<file path="config.mk">
export PLATFORM = sky130hd
export DESIGN_NAME = ff_sync_debounce
export DESIGN_NICKNAME = d
export VERILOG_FILES = /design/src/rtl/ff_sync_debounce.sv
export SDC_FILE = /design/constraint.sdc
export NUM_CORES = 1
export LEC_CHECK = 0
export CAP_MARGIN = 10
export CELL_PAD_IN_SITES_DETAIL_PLACEMENT = 0
export CELL_PAD_IN_SITES_GLOBAL_PLACEMENT = 1
export CORE_AREA = 2 2 39 41
export CTS_BUF_LIST = sky130_fd_sc_hd__clkbuf_4 sky130_fd_sc_hd__clkbuf_8
export CTS_CLUSTER_DIAMETER = 50
export DETAILED_ROUTE_END_ITERATION = 16
export DIE_AREA = 0 0 41 43
export PLACE_DENSITY = 0.55
export SYNTH_ARGS = -nofsm -noshare
export SYNTH_HDL_FRONTEND = slang
export SYNTH_SLANG_ARGS = --single-unit
</file>
<file path="constraint.sdc">
create_clock -name pclk -period 1.12 [get_ports pclk]
set_input_delay 0.112 -clock pclk [delete_from_list [all_inputs] [get_ports pclk]]
set_output_delay 0.112 -clock pclk [all_outputs]
set_load 0.005 [all_outputs]
</file>
<file path="src/rtl/ff_sync_debounce.sv">
// Multi-channel input conditioner: N-stage synchronizer, per-channel debounce
// filter and registered rise/fall pulse generation, all on pclk.
module ff_sync_debounce #(
  parameter int               WIDTH           = 1,
  parameter int               STAGES          = 2,
  parameter int               DEBOUNCE_CYCLES = 4,
  parameter logic [WIDTH-1:0] RST_VAL         = {WIDTH{1'b0}}
) (
  input  logic             pclk,
  input  logic             rst,
  input  logic [WIDTH-1:0] din,
  output logic [WIDTH-1:0] dout,
  output logic [WIDTH-1:0] rise,
  output logic [WIDTH-1:0] fall
);

  localparam int             CW   = $clog2(DEBOUNCE_CYCLES + 1);
  localparam logic [CW-1:0] LAST = CW'(DEBOUNCE_CYCLES - 1);

  if (STAGES < 2 || STAGES > 4) begin : g_bad_stages
    $error("ff_sync_debounce: STAGES must be in the range 2..4");
  end

  if (DEBOUNCE_CYCLES < 1) begin : g_bad_debounce
    $error("ff_sync_debounce: DEBOUNCE_CYCLES must be at least 1");
  end

  logic [WIDTH-1:0] sync_q [STAGES];
  logic [WIDTH-1:0] s;
  logic [CW-1:0]    cnt    [WIDTH];

  // Plain flop chain: nothing may sit between stages or metastability
  // settling time is lost.
  always_ff @(posedge pclk or negedge rst) begin
    if (!rst) begin
      for (int k = 0; k < STAGES; k++) begin
        sync_q[k] <= RST_VAL;
      end
    end else begin
      sync_q[0] <= din;
      for (int k = 1; k < STAGES; k++) begin
        sync_q[k] <= sync_q[k-1];
      end
    end
  end

  assign s = sync_q[STAGES-1];

  // A channel accepts a new level only after DEBOUNCE_CYCLES consecutive
  // mismatching samples; any agreeing sample restarts the count.
  always_ff @(posedge pclk or negedge rst) begin
    if (!rst) begin
      dout <= RST_VAL;
      rise <= '0;
      fall <= '0;
      for (int i = 0; i < WIDTH; i++) begin
        cnt[i] <= '0;
      end
    end else begin
      rise <= '0;
      fall <= '0;
      for (int i = 0; i < WIDTH; i++) begin
        if (s[i] == dout[i]) begin
          cnt[i] <= '0;
        end else if (cnt[i] == LAST) begin
          dout[i] <= s[i];
          cnt[i]  <= '0;
          rise[i] <= s[i];
          fall[i] <= ~s[i];
        end else begin
          cnt[i] <= cnt[i] + 1'b1;
        end
      end
    end
  end

endmodule

</file>
==> results.json <==
{
  "grt_start_max_net_pins": 9,
  "wl_per_cell_um": 9.82,
  "clkLatencyLatePin_ns": 0.24,
  "drc_errors": 0,
  "seq_area_frac_synth_pct": 70.8,
  "syn2layout_area_growth_pct": 45.6,
  "htree_levels": 1,
  "antenna_found_initial": 0,
  "rows": 14,
  "drive_above_1_share_pct": 32.1,
  "crit-reg2reg-capture": "dout$_DFFE_PN0P_",
  "rsz0062_at_grt": "false",
  "ff2ff_path_depth": 3,
  "critPathMaxFanout": 2,
  "path_cells": "ha_4, nand2b_4, mux2_1",
  "hold_viol_final": 0,
  "synthesis.area_um2": 283,
  "cts.sinks": 8,
  "nets": 34,
  "slowest_delay_ns": 0.40,
  "status": "finished clean",
  "synth_fp_nets": 21,
  "cts_root_buf": "clkbuf_4",
  "place_area_um2": 368,
  "post_synth_num_cell_types": 7,
  "grt_usage_pct": 7.13,
  "yosys_warnings": 0,
  "rr_startpoint": "cnt[0]$_DFF_PN0_",
  "path_class": "flop to flop",
  "vias": 165,
  "postCtsHoldBufs": 0,
  "cp-end-kind": "flop",
  "n_antenna_cell": 0,
  "setup.worst_path.start_class": "flop",
  "fillers": 145,
  "power.density_nw_per_um2": 2060,
  "max-vdd-ir-drop_v": 0.000672,
  "avgSynthCellArea_um2": 16.6,
  "period_needed_ns": 1.08,
  "worstMarginPinSlew_ns": 0.360,
  "clkSlewWorstSetupHoldPaths_ns": 0.05,
  "grt_pass1_vias": 189,
  "multi_input_area_um2": 100,
  "cts_buffers": 3,
  "numPortBuffers": 5,
  "p_leak_nw": 0.185,
  "cap_violations": 0,
  "ant_nets": 0,
  "ys_seq_elements": 8,
  "seq_area_um2": 200,
  "slew_viol_final": 0,
  "dieArea_um2": 1760,
  "fin_area_um2": 412,
  "fin_crit_sh_pct": 96.7,
  "fp.dieW_um": 41,
  "cp_data_required_time_ns": 1.24,
  "dr.pass1.iters": 2,
  "grt_first_pass_wirelength_um": 745,
  "slowest_stage": "dfrtp_1",
  "power_w": 0.000848,
  "cp.arrival_ns": 1.21,
  "cts_tree": "yes",
  "avgViaCountPerCell": 3.75,
  "setup_viol": 0,
  "num_io_pins": 6,
  "fin_worst_skew_ns": 0.000540,
  "rrSetupSlack_ns": 0.04,
  "postSynthCellCount": 17,
  "routed_wl_um": 432,
  "cts_buffer_depth": 2,
  "drt_iter0_markers": 3,
  "hp-class": "input pin to asynchronous set/reset pin",
  "relSlewSlack_pct": 75.9,
  "place.gp.congestion": 0.699,
  "place_hpwl_um": 352,
  "overflow": 0,
  "die_h_um": 43,
  "core_area_um2": 1380,
  "start_util_pct": 20.4,
  "max_freq_ghz": 0.923
}
[flip-flops by register name, summed over array words and instances (netlist names)]
register	cells
cnt	3
s	1
fall	1
sync_q	1
rise	1
dout	1
[cell families (layout without fill, tap and decap cells)]
group | Yosys count | count (layout) | share of synthesized area (%)
flip-flops | 8 | 8 | 70.8
buffers and inverters | 0 | 11 | 0
AND/OR/NAND/NOR | 6 | 6 | 17.7
adder cells (fa/ha/maj) | 1 | 1 | 4.42
multiplexers | 1 | 1 | 3.98
XOR/XNOR | 1 | 1 | 3.10
[how the worst max path moves through the flow]
stage                           startpoint  cells after the start                to  slack [ns]
after global routing      cnt[0]$_DFF_PN0_                      3  dout$_DFFE_PN0P_        0.01
after CTS                 cnt[0]$_DFF_PN0_                      3  dout$_DFFE_PN0P_       0.006
after floorplan           cnt[0]$_DFF_PN0_                      3  dout$_DFFE_PN0P_        0.02
after global placement    cnt[0]$_DFF_PN0_                      3  dout$_DFFE_PN0P_       0.006
after detailed placement  cnt[0]$_DFF_PN0_                      3  dout$_DFFE_PN0P_       -0.03
final                     cnt[0]$_DFF_PN0_                      3  dout$_DFFE_PN0P_        0.04
[metal layers]
metal | routed length (um) | global-route usage, %
met3 | 26 | 4.71
met4 | 0 | 6.00
met5 | 0 | 0
met2 | 255 | 10.6
met1 | 150 | 6.06
[Yosys cell counts]
cell      instances  share of area (%)
dfrtp_1           8                 71
ha_1              1                4.4
xnor2_1           1                3.1
nor2b_1           1                2.2
nor3b_1           4                 11
nand2b_4          1                4.9
mux2_1            1                4.0
[cells in the final DEF, fill, tap and decap left out]
master           n
dlygate4sd2_1    3
xnor2_1          1
clkdlybuf4s50_1  2
nand2b_4         1
nor3b_1          3
dfrtp_1          8
nor3b_2          1
buf_4            3
nor2b_1          1
mux2_1           1
ha_4             1
clkbuf_4         3
[layout make-up]
class | count | area share (%)
well taps | 16 | 4.86
repair buffers | 8 | 16.7
flip-flops and latches | 8 | 48.6
clock buffers | 3 | 5.47
multi-input cells | 9 | 24.3
[stage by stage]
step           hold slack (ns)  TNS (ns)  utilization [%]  worst slack, ns  cells
6_report                 0.144         0             29.7           0.0369     44
5_1_grt                  0.171         0             29.7          0.00952     44
4_1_cts                  0.147         0             28.1          0.00613     43
3_5_place_dp             0.346   -0.0336             26.6          -0.0336     40
3_3_place_gp             0.337         0             26.6          0.00623     40
2_1_floorplan           -0.184         0                -           0.0179     17
[power breakdown]
part,internal (W),switching [W],leakage [nW]
logic,0.000156,0.0000991,0.0688
clock network,0.000122,0.0000890,0.0138
registers,0.000346,0.0000355,0.103
total,0.000624,0.000224,0.185
[repair_timing]
item,4_1_cts,5_1_grt
gates cloned,0,0
gates resized for setup,4,2
setup buffers,0,1
pin swaps,0,1
endpoints found under the setup margin,4,2
[worst max-delay path, delay by kind of cell, from the launching register on]
family	cells	cell delay (ns)
fa+ha+maj	1	0.18
flops	1	0.40
simple gates	1	0.06
mux	1	0.32
Power figures use the tool's default switching activity.
